[src/rtl/seg_scan_driver.sv]
// Four-digit 7-segment scan controller with blanking gaps between digits
// and a staged update that is applied only at frame boundaries.
module seg_scan_driver #(
    parameter int DIV = 4,
    parameter int GAP = 1
) (
    input  logic        clk,
    input  logic        rst_n,
    input  logic        load,
    input  logic [15:0] din,
    input  logic        lzb,
    output logic        rdy,
    output logic [1:0]  digit_sel,
    output logic [3:0]  an_n,
    output logic [3:0]  bcd,
    output logic        blank,
    output logic        frame_tick,
    output logic        err
);
    localparam int MAXC = (DIV > GAP) ? DIV : GAP;
    localparam int CW = $clog2(MAXC + 1);
    localparam logic [CW-1:0] DIV_LAST = CW'(DIV - 1);
    localparam logic [CW-1:0] GAP_LAST = CW'(GAP - 1);

    typedef enum logic {
        S_GAP,
        S_SHOW
    } state_t;

    state_t        state;
    state_t        state_nx;
    logic [CW-1:0] cnt;
    logic [CW-1:0] cnt_nx;
    logic [1:0]    sel_nx;
    logic [15:0]   disp;
    logic [15:0]   pend_data;
    logic          pend;
    logic          frame_start;
    logic          accept;
    logic [3:0]    nib [4];
    logic [3:0]    inv;
    logic [3:0]    lz;
    logic [3:0]    sup;

    assign accept = load && !pend;

    always_ff @(posedge clk or negedge rst_n) begin
        if (!rst_n) begin
            state     <= S_GAP;
            cnt       <= '0;
            digit_sel <= 2'd3;
            disp      <= '0;
            pend_data <= '0;
            pend      <= 1'b0;
        end else begin
            state     <= state_nx;
            cnt       <= cnt_nx;
            digit_sel <= sel_nx;
            // A pending update wins over a new load at the frame edge
            if (frame_start && pend) begin
                disp <= pend_data;
                pend <= 1'b0;
            end else if (accept) begin
                pend_data <= din;
                pend      <= 1'b1;
            end
        end
    end

    always_comb begin
        state_nx    = state;
        cnt_nx      = cnt + CW'(1);
        sel_nx      = digit_sel;
        frame_start = 1'b0;
        unique case (state)
            S_GAP: begin
                if (cnt == GAP_LAST) begin
                    state_nx    = S_SHOW;
                    cnt_nx      = '0;
                    sel_nx      = digit_sel + 2'd1;
                    frame_start = (digit_sel == 2'd3);
                end
            end
            S_SHOW: begin
                if (cnt == DIV_LAST) begin
                    state_nx = S_GAP;
                    cnt_nx   = '0;
                end
            end
            default: ;
        endcase
    end

    // Leading-zero run: digit i is in it when digits 3..i are all zero
    always_comb begin
        for (int i = 0; i < 4; i++) begin
            nib[i] = disp[4*i +: 4];
            inv[i] = nib[i] > 4'd9;
        end
        lz[3] = (nib[3] == 4'd0);
        lz[2] = lz[3] && (nib[2] == 4'd0);
        lz[1] = lz[2] && (nib[1] == 4'd0);
        lz[0] = 1'b0;
        sup   = inv | ({4{lzb}} & lz);
    end

    assign blank      = (state == S_GAP) || sup[digit_sel];
    assign an_n       = blank ? 4'hF : ~(4'b0001 << digit_sel);
    assign bcd        = blank ? 4'h0 : nib[digit_sel];
    assign frame_tick = (state == S_SHOW) && (digit_sel == 2'd0) && (cnt == '0);
    assign err        = |inv;
    assign rdy        = ~pend;

endmodule

[config.mk]
export PLATFORM = sky130hd
export DESIGN_NAME = seg_scan_driver
export DESIGN_NICKNAME = d
export VERILOG_FILES = /design/src/rtl/seg_scan_driver.sv
export SDC_FILE = /design/constraint.sdc
export NUM_CORES = 1
export LEC_CHECK = 0
export CORE_MARGIN = 8
export CORE_UTILIZATION = 45
export CTS_CLUSTER_DIAMETER = 200
export DETAILED_ROUTE_END_ITERATION = 16
export PLACE_DENSITY = 0.7
export REMOVE_ABC_BUFFERS = 1
export SLEW_MARGIN = 5
export SYNTH_ARGS = -nofsm -noshare
export SYNTH_HDL_FRONTEND = slang
export SYNTH_SLANG_ARGS = --single-unit
[constraint.sdc]
create_clock -name clk -period 2.84 [get_ports clk]
set_input_delay 0.568 -clock clk [delete_from_list [all_inputs] [get_ports clk]]
set_output_delay 0.568 -clock clk [all_outputs]
set_load 0.1 [all_outputs]
==> results by group, run 1 <==
Finish
  – Most common cell after layout, fill and taps aside: dfrtp_1
  – Final non-filler cell total: roughly 230
  – Area growth syn-to-layout: 34.3%
  – Share of cells above drive strength 1: 0.443
  – Nets: 210
  – Ant. Diodes: 0
  – Commonest cells after routing, fill and taps aside: 37 x dfrtp_1, 32 x mux2_2, 17 x clkdlybuf4s50_1

Drt
  – Router iterations before antenna repair: 4
  – Vias per cell: around 5.3
  – WL/cell: ~17 um
  – Via count: approximately 1200
  – DRT antenna net count: 0
  – WL final: 3.97 mm
  – Initial DRC Count: 86
  – Drc violations: 0

Worst setup path
  – Critical path required time: 2.27 ns
  – CP Cell Sequence: or4_1 > or4_4 > a31o_4 > and3_4 > buf_12
  – Worst setup EP type: output pin
  – Slowest cell on the critical path: or4_1
  – CP peak stage delay: roughly 0.54 ns
  – Crit Path Max Fanout: 5
  – WP data arrival: around 2.4 ns
  – Setup crit start kind: flop
  – Setup Crit Path Kind: reg -> out

Timing
  – Crit path time final: 2.94 ns
  – Worst Tran Pin Value: roughly 0.85 ns
  – Setup ws final: -0.103 ns
  – Slew headroom: 0.436
  – RSZ-0062 raised after global routing: yes
  – Final Hold Vio Count: 0
  – Worst Clk Skew: ~0.0016 ns
  – WHS: 0.376 ns
  – Crit share post-route: 1.04
  – Final Max Tran Viols: 0
  – # setup viols final: 9
  – Fmax: around 0.34 GHz

Pwr
  – Gate power share: 0.293
  – Clk network pwr share: 0.243
  – Internal power: 0.000991 W
  – PwrDens: 583 nW/um2
  – NetSw: between 0.0004 and 0.0005 W
  – Leak: about 1.1 nW
  – Sw Share: 0.319
  – Max VDD drop: about 460 uV
  – Pwr Total: roughly 0.0015 W
  – Sequential Power Share: 0.464

GRT
  – All-Layer GR Usage: 0.134
  – Via count of the first global-routing pass: around 1300
  – Largest net degree at the start of global routing: 40
  – Initial antenna violation count: 0
  – First-pass GRT wire length: between 6 and 7 mm
  – Gr ovfl total: 0

Place
  – Placer Congestion: 0.869
  – IO buf count: 33
  – Inst Count DP: roughly 220
  – Setup WS pre-CTS: -0.390 ns
  – HPWL after detailed placement: between 2 and 3 mm

Hold path
  – Hold Crit Class: in -> async

Floorplanning
  – I/O pin cnt: 34
  – Initial Util: 0.465
  – Total die area: around 6400 um2
  – Die Span X: roughly 80 um
  – Chip height: roughly 80 um
  – FP Rows: 23
  – Core footprint: 4000 um2

CTS
  – Hold Buf Count CTS: 0
  – CTS tree: built
  – Sink Count: 39
  – H-tree depth: 2
  – Root buffer cell: clkbuf_8
  – Worst-Skew Late Latency: 0.29 ns
  – Largest buffer count on any clock path: 2
  – Clock transition at path regs: about 0.070 ns
  – Total CTS buffers: 5

Outcome
  – Failing checks: setup timing
  – Status: finished with violations

Logic synthesis
  – Syn Inst Count: approximately 140
  – Synth Cell Area: roughly 1900 um2
  – Yosys reg bits: 39
  – Yosys warnings: 0
  – Yosys cell types: 31
  – Sequential share of the synthesized area: 0.526
  – Post-Syn Area per Cell: 13.4 um2

Run
  – Max capacitance violation total: 0
==> cell families (layout without fill, tap and decap cells) <==
| logic type | count (synthesis) | after routing | synth area share |
|---|---|---|---|
| xor+xnor | 1 | 1 | 0.00471 |
| fa+ha+maj | 8 | 8 | 0.0538 |
| simple gates | 26 | 26 | 0.0861 |
| mux | 36 | 36 | 0.244 |
| buf+inv | 15 | 58 | 0.0316 |
| compound gates | 14 | 15 | 0.0532 |
| flops | 39 | 39 | 0.526 |
==> routing by layer <==
metal / vias to the layer above / wire length (um) / track usage
met4: 0 / 48 / 0.0436
met5: - / 0 / 0
met2: 37 / 1940 / 0.215
met3: 6 / 205 / 0.0391
li1: 589 / - / -
met1: 605 / 1780 / 0.169
==> flip-flops by register name, indices dropped and copies added, names as in the netlist <==
name / flops
state: 1
digit_sel: 2
pend_data: 16
pend: 1
disp: 16
cnt: 3
==> final timing paths <==
path | startpoint | to | slack, ns | depth (start not counted)
max | disp[7] | bcd[0] | -0.10 | 5
min | rst_n | disp[11] | 0.38 | 1
max reg2reg | cnt[0] | disp[2] | 0.91 | 7
min reg2reg | pend_data[10] | pend_data[10] | 0.51 | 1
max in group asynchronous | rst_n | pend_data[1] | 1.93 | 1
min in group clk | pend_data[10] | pend_data[10] | 0.51 | 1
==> Yosys cell counts (all sizes together) <==
cell / instances / area share
o31ai: 1 / 0.0040
ha: 8 / 0.054
buf: 3 / 0.0074
mux2: 32 / 0.19
and2: 3 / 0.010
a21o: 1 / 0.0040
clkbuf: 4 / 0.0081
and3: 6 / 0.020
nand2b: 1 / 0.0034
a31oi: 1 / 0.0034
nor2: 2 / 0.0040
nand3: 4 / 0.011
or4b: 1 / 0.0074
xnor2: 1 / 0.0047
o221ai: 1 / 0.0047
o2111ai: 1 / 0.0047
or4: 3 / 0.014
dfstp: 2 / 0.028
o21bai: 1 / 0.0040
nand2: 3 / 0.0061
nor2b: 2 / 0.0067
a31o: 1 / 0.0094
inv: 8 / 0.016
dfrtp: 37 / 0.50
nand4: 1 / 0.0034
o21ai: 5 / 0.013
mux4: 4 / 0.050
a21oi: 2 / 0.0054
==> critical path: cells and delay by family (launching register included) <==
| family | cells | cell delay [ns] |
|---|---|---|
| AND/OR/NAND/NOR | 3 | 1.26 |
| flip-flops | 1 | 0.40 |
| AO/OA/AOI/OAI | 1 | 0.26 |
| buffers and inverters | 1 | 0.16 |
==> stage by stage <==
| step | utilization | area [um2] | setup TNS (ns) |
|---|---|---|---|
| floorplan | - | 1830 | -1.73 |
| global placement | 0.580 | 2320 | -3.18 |
| detailed placement | 0.580 | 2320 | -3.26 |
| CTS | 0.620 | 2480 | -0.413 |
| global route | 0.624 | 2500 | -1.10 |
| finish | 0.624 | 2500 | -0.700 |
==> power by group through the flow <==
| stage | Clock [W] | Combinational (W) | Sequential (W) |
|---|---|---|---|
| final | 0.000353 | 0.000426 | 0.000675 |
| after global routing | 0.000384 | 0.000448 | 0.000685 |
| after CTS | 0.000364 | 0.000425 | 0.000674 |
| after detailed placement | 0 | 0.000389 | 0.000687 |
| after global placement | 0 | 0.000381 | 0.000681 |
| after floorplan | 0 | 0.000249 | 0.000666 |
==> area by class of cell <==
type / count / area [um2]
clock buffer: 7 / 76.3
sequential: 39 / 978
inverter: 8 / 30.0
multi-input combinational: 86 / 876
clock inverter: 1 / 5.00
timing repair buffer: 42 / 469
tap: 50 / 62.6
fill: 320 / 1500
==> what timing repair did <==
item,in CTS,in global routing
setup endpoints to repair,9,9
buffers inserted,6,0
resized for setup,7,4
gates cloned,1,0
pin swaps,3,0
Power figures use the tool's default switching activity.
==> inputs of run 2 (changes only) <==
--- a/config.mk
+++ b/config.mk
@@ -5,10 +5,11 @@
 export SDC_FILE = /design/constraint.sdc
 export NUM_CORES = 1
 export LEC_CHECK = 0
-export CORE_MARGIN = 8
+export CORE_MARGIN = 3
 export CORE_UTILIZATION = 45
 export CTS_CLUSTER_DIAMETER = 200
 export DETAILED_ROUTE_END_ITERATION = 16
+export GPL_TIMING_DRIVEN = 0
 export PLACE_DENSITY = 0.7
 export REMOVE_ABC_BUFFERS = 1
 export SLEW_MARGIN = 5
==> run 2 against run 1 <==
- the run still ends with setup timing left
- fmax grew 0.38%
- total power decreased by 0.52%
- clock skew is 0.0049 ns higher
- sequential power about the same
- highest routed layer unchanged
- die area down 23%
- largest power group unchanged
- critical path type unchanged
- flip-flop and latch count unchanged
- clock power about the same
- first-iteration DRC count down 36%
- routed wire length down 7.6%
- global-route usage grew 2.7 points
- cell area rose by 0.60%
==> results by group, run 2 (same netlist as run 1, synthesis figures left out) <==
Outcome
  – Failing checks: setup timing
  – Status: finished with violations

CTS
  – Worst-Skew Late Latency: a little under 0.3 ns
  – Hold Buf Count CTS: 0
  – Total CTS buffers: 5
  – Sink Count: 39
  – Largest buffer count on any clock path: 2
  – H-tree depth: 2
  – CTS tree: built
  – Clock transition at path regs: ~0.070 ns
  – Root buffer cell: clkbuf_8

Place
  – HPWL after detailed placement: ~2.5 mm
  – Placer Congestion: 0.818
  – Inst Count DP: between 200 and 250
  – IO buf count: 33

Finish
  – Share of cells above drive strength 1: 0.433
  – Area growth syn-to-layout: 35.1%
  – FF/Latch Area: ~980 um2
  – Most common cell after layout, fill and taps aside: dfrtp_1
  – Area of the multi-input gates: just over 900 um2
  – Commonest cells after routing, fill and taps aside: 37 x dfrtp_1, 32 x mux2_2, 20 x clkdlybuf4s50_1
  – Largest registers: disp: 16 flops, pend_data: 16 flops, cnt: 3 flops
  – Nets: ~210
  – Filler Cells Inserted: 280
  – Ant. Diodes: 0
  – Final non-filler cell total: 228

Pwr
  – Gate power share: 0.292
  – Sequential Power Share: 0.466
  – Max VDD drop: about 340 uV
  – Sw Share: 0.319
  – PwrDens: approximately 580 nW/um2
  – Pwr Total: roughly 0.0014 W
  – Internal power: ~0.001 W
  – NetSw: ~0.00046 W
  – Leak: between 1 and 1.5 nW
  – Clk network pwr share: 0.242

Floorplanning
  – Initial Util: 0.486
  – Core footprint: between 3000 and 4000 um2
  – Chip height: ~70 um
  – Die Span X: approximately 70 um
  – Total die area: a little under 5000 um2
  – FP Rows: 22
  – I/O pin cnt: 34

Worst setup path
  – Worst setup EP type: output pin
  – Crit Path Max Fanout: 4
  – CP Cell Sequence: or4_1 > or4_4 > a31o_4 > and3_4 > buf_12
  – CP Buf/Inv Count: 1
  – Slowest cell on the critical path: or4_4
  – Worst Reg2Reg Path Length in Cells: 6
  – Setup Crit Path Kind: reg -> out
  – Setup crit start kind: flop
  – Critical path depth: 5
  – Worst path top cell family by delay: simple AND/OR/NAND/NOR gates
  – Critical path required time: 2.27 ns
  – WP data arrival: about 2.4 ns
  – CP peak stage delay: between 0.5 and 0.6 ns

Timing
  – Setup ws final: -0.0916 ns
  – Final Max Tran Viols: 0
  – Fmax: roughly 0.34 GHz
  – Final Hold Vio Count: 0
  – Crit share post-route: 1.03
  – Setup TNS: -0.412 ns
  – Worst Clk Skew: about 0.0065 ns
  – # setup viols final: 8
  – RSZ-0062 raised after global routing: yes
  – WHS: roughly 0.38 ns
  – Worst Tran Pin Value: a little under 1 ns
  – Slew headroom: 0.356
  – Crit path time final: a little under 3 ns

Drt
  – Router iterations before antenna repair: 3
  – WL final: 3.67 mm
  – Drc violations: 0
  – Initial DRC Count: 55
  – Vias per cell: between 5 and 6
  – WL/cell: 16.1 um
  – DRT antenna net count: 0
  – Via count: between 1000 and 1500

Hold path
  – Hold Crit Class: in -> async

GRT
  – Via count of the first global-routing pass: about 1300
  – Initial antenna violation count: 0
  – All-Layer GR Usage: 0.161
  – Gr ovfl total: 0
  – First-pass GRT wire length: a little over 6 mm
  – Largest net degree at the start of global routing: 40

Run
  – Max capacitance violation total: 0
==> run 2: metrics by stage <==
stage	util	setup slack (ns)	instance area, um2
6_report	0.657	-0.0916	2510
3_5_place_dp	0.579	-1.28	2220
2_1_floorplan	-	-0.204	1830
4_1_cts	0.650	-0.106	2490
5_1_grt	0.657	-0.145	2510
3_3_place_gp	0.580	-1.24	2220
==> run 2: area by class of cell <==
class	instances	share of cell area
Timing Repair Buffer	39	0.180
Sequential cell	39	0.389
Inverter	8	0.0120
Tap cell	48	0.0239
Clock inverter	3	0.00598
Multi-Input combinational cell	86	0.361
Clock buffer	5	0.0274
==> run 2: path summary, 6_finish.rpt <==
kind | slack, ns | startpoint | endpoint
setup reg to reg | 0.57 | cnt[0] | disp[10]
min in group clk | 0.50 | pend_data[0] | disp[0]
max in group asynchronous | 1.94 | rst_n | disp[5]
hold / removal | 0.38 | rst_n | cnt[2]
setup / recovery | -0.09 | disp[4] | bcd[3]
hold reg to reg | 0.50 | pend_data[0] | disp[0]
==> run 2: per-layer routing <==
metal / wire length, um / up-vias / track usage
met5: 0 / - / 0
met4: 58 / 0 / 0.0681
met3: 144 / 7 / 0.0374
met2: 1900 / 25 / 0.264
met1: 1570 / 613 / 0.203
li1: - / 579 / -
==> run 2: worst reg2reg max path, cell delays in order, from the launching register on <==
cell and delay, ns:
dfrtp_1 0.38, inv_1 0.07, ha_1 0.14, nor2b_1 0.19, and2_1 0.26, and3_1 0.71, mux2_2 0.42
==> run 2: power groups by stage <==
stage	Sequential (W)	Combinational, W	Clock, W
2_1_floorplan	0.000666	0.000249	0
3_3_place_gp	0.000682	0.000332	0
3_5_place_dp	0.000687	0.000339	0
4_1_cts	0.000675	0.000417	0.000368
5_1_grt	0.000686	0.000443	0.000394
6_report	0.000674	0.000423	0.000350
==> run 2: what timing repair did <==
item | 4_1_cts | 5_1_grt
gates resized for setup | 95 | 5
endpoints found under the setup margin | 10 | 10
pin swaps | 4 | 3
buffers inserted | 5 | 1
gates cloned | 1 | 0
==> inputs of run 3 (changes only) <==
--- a/config.mk
+++ b/config.mk
@@ -5,14 +5,12 @@
 export SDC_FILE = /design/constraint.sdc
 export NUM_CORES = 1
 export LEC_CHECK = 0
-export CORE_MARGIN = 3
 export CORE_UTILIZATION = 45
 export CTS_CLUSTER_DIAMETER = 200
 export DETAILED_ROUTE_END_ITERATION = 16
 export GPL_TIMING_DRIVEN = 0
 export PLACE_DENSITY = 0.7
 export REMOVE_ABC_BUFFERS = 1
-export SLEW_MARGIN = 5
 export SYNTH_ARGS = -nofsm -noshare
 export SYNTH_HDL_FRONTEND = slang
 export SYNTH_SLANG_ARGS = --single-unit
==> run 3 against run 2 <==
- the run still ends with setup timing left
- total power increased by 8.3%
- non-clock buffer count decreased by 2
- via count increased by 2.5%
- flip-flop and latch count unchanged
- core utilization decreased by 1.9 points
- first-iteration DRC count increased by 22%
- critical endpoint unchanged
- largest cell class unchanged
- highest routed layer unchanged
==> results by group, run 3 (same netlist as run 1, synthesis figures left out) <==
Timing
  – Crit share post-route: 1.04
  – Setup TNS: -0.756 ns
  – Worst Clk Skew: around 0.0040 ns
  – Final Max Tran Viols: 0
  – Fmax: roughly 0.34 GHz
  – Worst Tran Pin Value: roughly 0.97 ns
  – RSZ-0062 raised after global routing: yes
  – Slew headroom: 0.351
  – # setup viols final: 9
  – Final Hold Vio Count: 0
  – Crit path time final: about 3.0 ns
  – Setup ws final: -0.126 ns

Worst setup path
  – Crit Path Max Fanout: 4
  – CP peak stage delay: around 0.55 ns
  – Slowest cell on the critical path: or4_4
  – Critical path required time: 2.27 ns
  – Worst setup EP type: output pin
  – Cell mode on critical path: or4_4
  – CP Buf/Inv Count: 1
  – CP Cell Sequence: or4_4 > or4_4 > a31o_4 > and3_4 > buf_12
  – Setup crit start kind: flop
  – Worst path top cell family by delay: simple AND/OR/NAND/NOR gates
  – Setup Crit Path Kind: reg -> out
  – WP data arrival: about 2.4 ns

CTS
  – Clock transition at path regs: about 0.07 ns
  – Total CTS buffers: 5
  – Sink Count: 39
  – Root buffer cell: clkbuf_8
  – Largest buffer count on any clock path: 2
  – Worst-Skew Late Latency: just under 0.3 ns
  – H-tree depth: 2
  – CTS tree: built

Floorplanning
  – Core footprint: around 4000 um2
  – Total die area: about 4400 um2
  – Chip height: 66.3 um
  – I/O pin cnt: 34
  – FP Rows: 23
  – Initial Util: 0.468
  – Die Span X: about 66 um

Place
  – HPWL after detailed placement: about 2.5 mm
  – Placed inst area: between 2000 and 2500 um2
  – Inst Count DP: ~220
  – Placer Congestion: between 0.7 and 0.8
  – IO buf count: 33

Finish
  – Final non-filler cell total: between 200 and 250
  – Commonest cells after routing, fill and taps aside: 37 x dfrtp_1, 32 x mux2_2, 20 x clkdlybuf4s50_1
  – Ant. Diodes: 0
  – Area growth syn-to-layout: 36.2%
  – Fin area: roughly 2500 um2
  – Nets: ~210
  – Share of cells above drive strength 1: 0.427
  – Most common cell after layout, fill and taps aside: dfrtp_1
  – Largest registers: disp: 16 flops, pend_data: 16 flops, cnt: 3 flops

GRT
  – Largest net degree at the start of global routing: 40
  – First-pass GRT wire length: roughly 6.2 mm
  – Initial antenna violation count: 0
  – Gr ovfl total: 0
  – All-Layer GR Usage: 0.197
  – Via count of the first global-routing pass: approximately 1300

Drt
  – WL/cell: between 15 and 20 um
  – Via count: 1255
  – Initial DRC Count: 67
  – Router iterations before antenna repair: 4
  – Drc violations: 0
  – WL final: approximately 3.7 mm
  – DRT antenna net count: 0
  – Vias per cell: between 5 and 6

Pwr
  – Max VDD drop: 413 uV
  – Leak: 1.11 nW
  – PwrDens: around 620 nW/um2
  – Pwr Total: between 0.0015 and 0.002 W

Run
  – Max capacitance violation total: 0

Outcome
  – Status: finished with violations
  – Failing checks: setup timing

Hold path
  – Hold Crit Class: in -> async
==> run 3: power breakdown <==
group	switching (W)	total, W	internal, W
combinational	0.000229	0.000418	0.000189
sequential	0.0000522	0.000678	0.000625
clock	0.000187	0.000471	0.000284
==> run 3: per-layer routing <==
metal / global-route usage / up-vias / share of wire
met2: 0.332 / 34 / 0.53
met3: 0.0466 / 8 / 0.037
li1: - / 582 / -
met4: 0.0718 / 0 / 0.012
met5: 0 / - / 0
met1: 0.244 / 631 / 0.42
==> run 3: through the flow <==
stage          hold WS, ns  utilization  worst slack, ns
2_1_floorplan        0.272            -           -0.204
3_3_place_gp         0.486        0.560            -1.23
3_5_place_dp         0.496        0.559            -1.26
4_1_cts              0.401        0.635           -0.112
5_1_grt              0.443        0.638           -0.168
6_report             0.383        0.638           -0.126
==> run 3: worst register-to-register path, cell delays in order, from the launching register on <==
cell and delay (ns):
dfrtp_1 0.38, inv_1 0.08, ha_1 0.13, nor2b_1 0.18, and2_1 0.27, and3_1 0.70, mux2_2 0.43
==> run 3: area by class of cell <==
class                           instances  area, um2
Sequential cell                        39        978
Timing Repair Buffer                   37        438
Clock buffer                            6       82.6
Tap cell                               50       62.6
Fill cell                             305       1440
Clock inverter                          2       35.0
Inverter                                8       30.0
Multi-Input combinational cell         86        906
==> run 3: timing repair <==
item,CTS,global route
gates cloned,1,0
hold endpoints to repair,0,0
gates resized for setup,96,4
endpoints found under the setup margin,10,10
pin swaps,4,1
buffers inserted,4,0
hold buffers,0,0
==> run 3: worst paths after layout <==
check                             start            to  slack [ns]  cells after the start
min in group clk           pend_data[7]  pend_data[7]        0.51                      1
setup / recovery                disp[7]        bcd[3]       -0.13                      5
hold / removal                    rst_n        cnt[2]        0.38                      1
hold reg to reg            pend_data[7]  pend_data[7]        0.51                      1
setup reg to reg                 cnt[0]       disp[7]        0.55                      6
max in group asynchronous         rst_n      disp[15]        1.91                      1
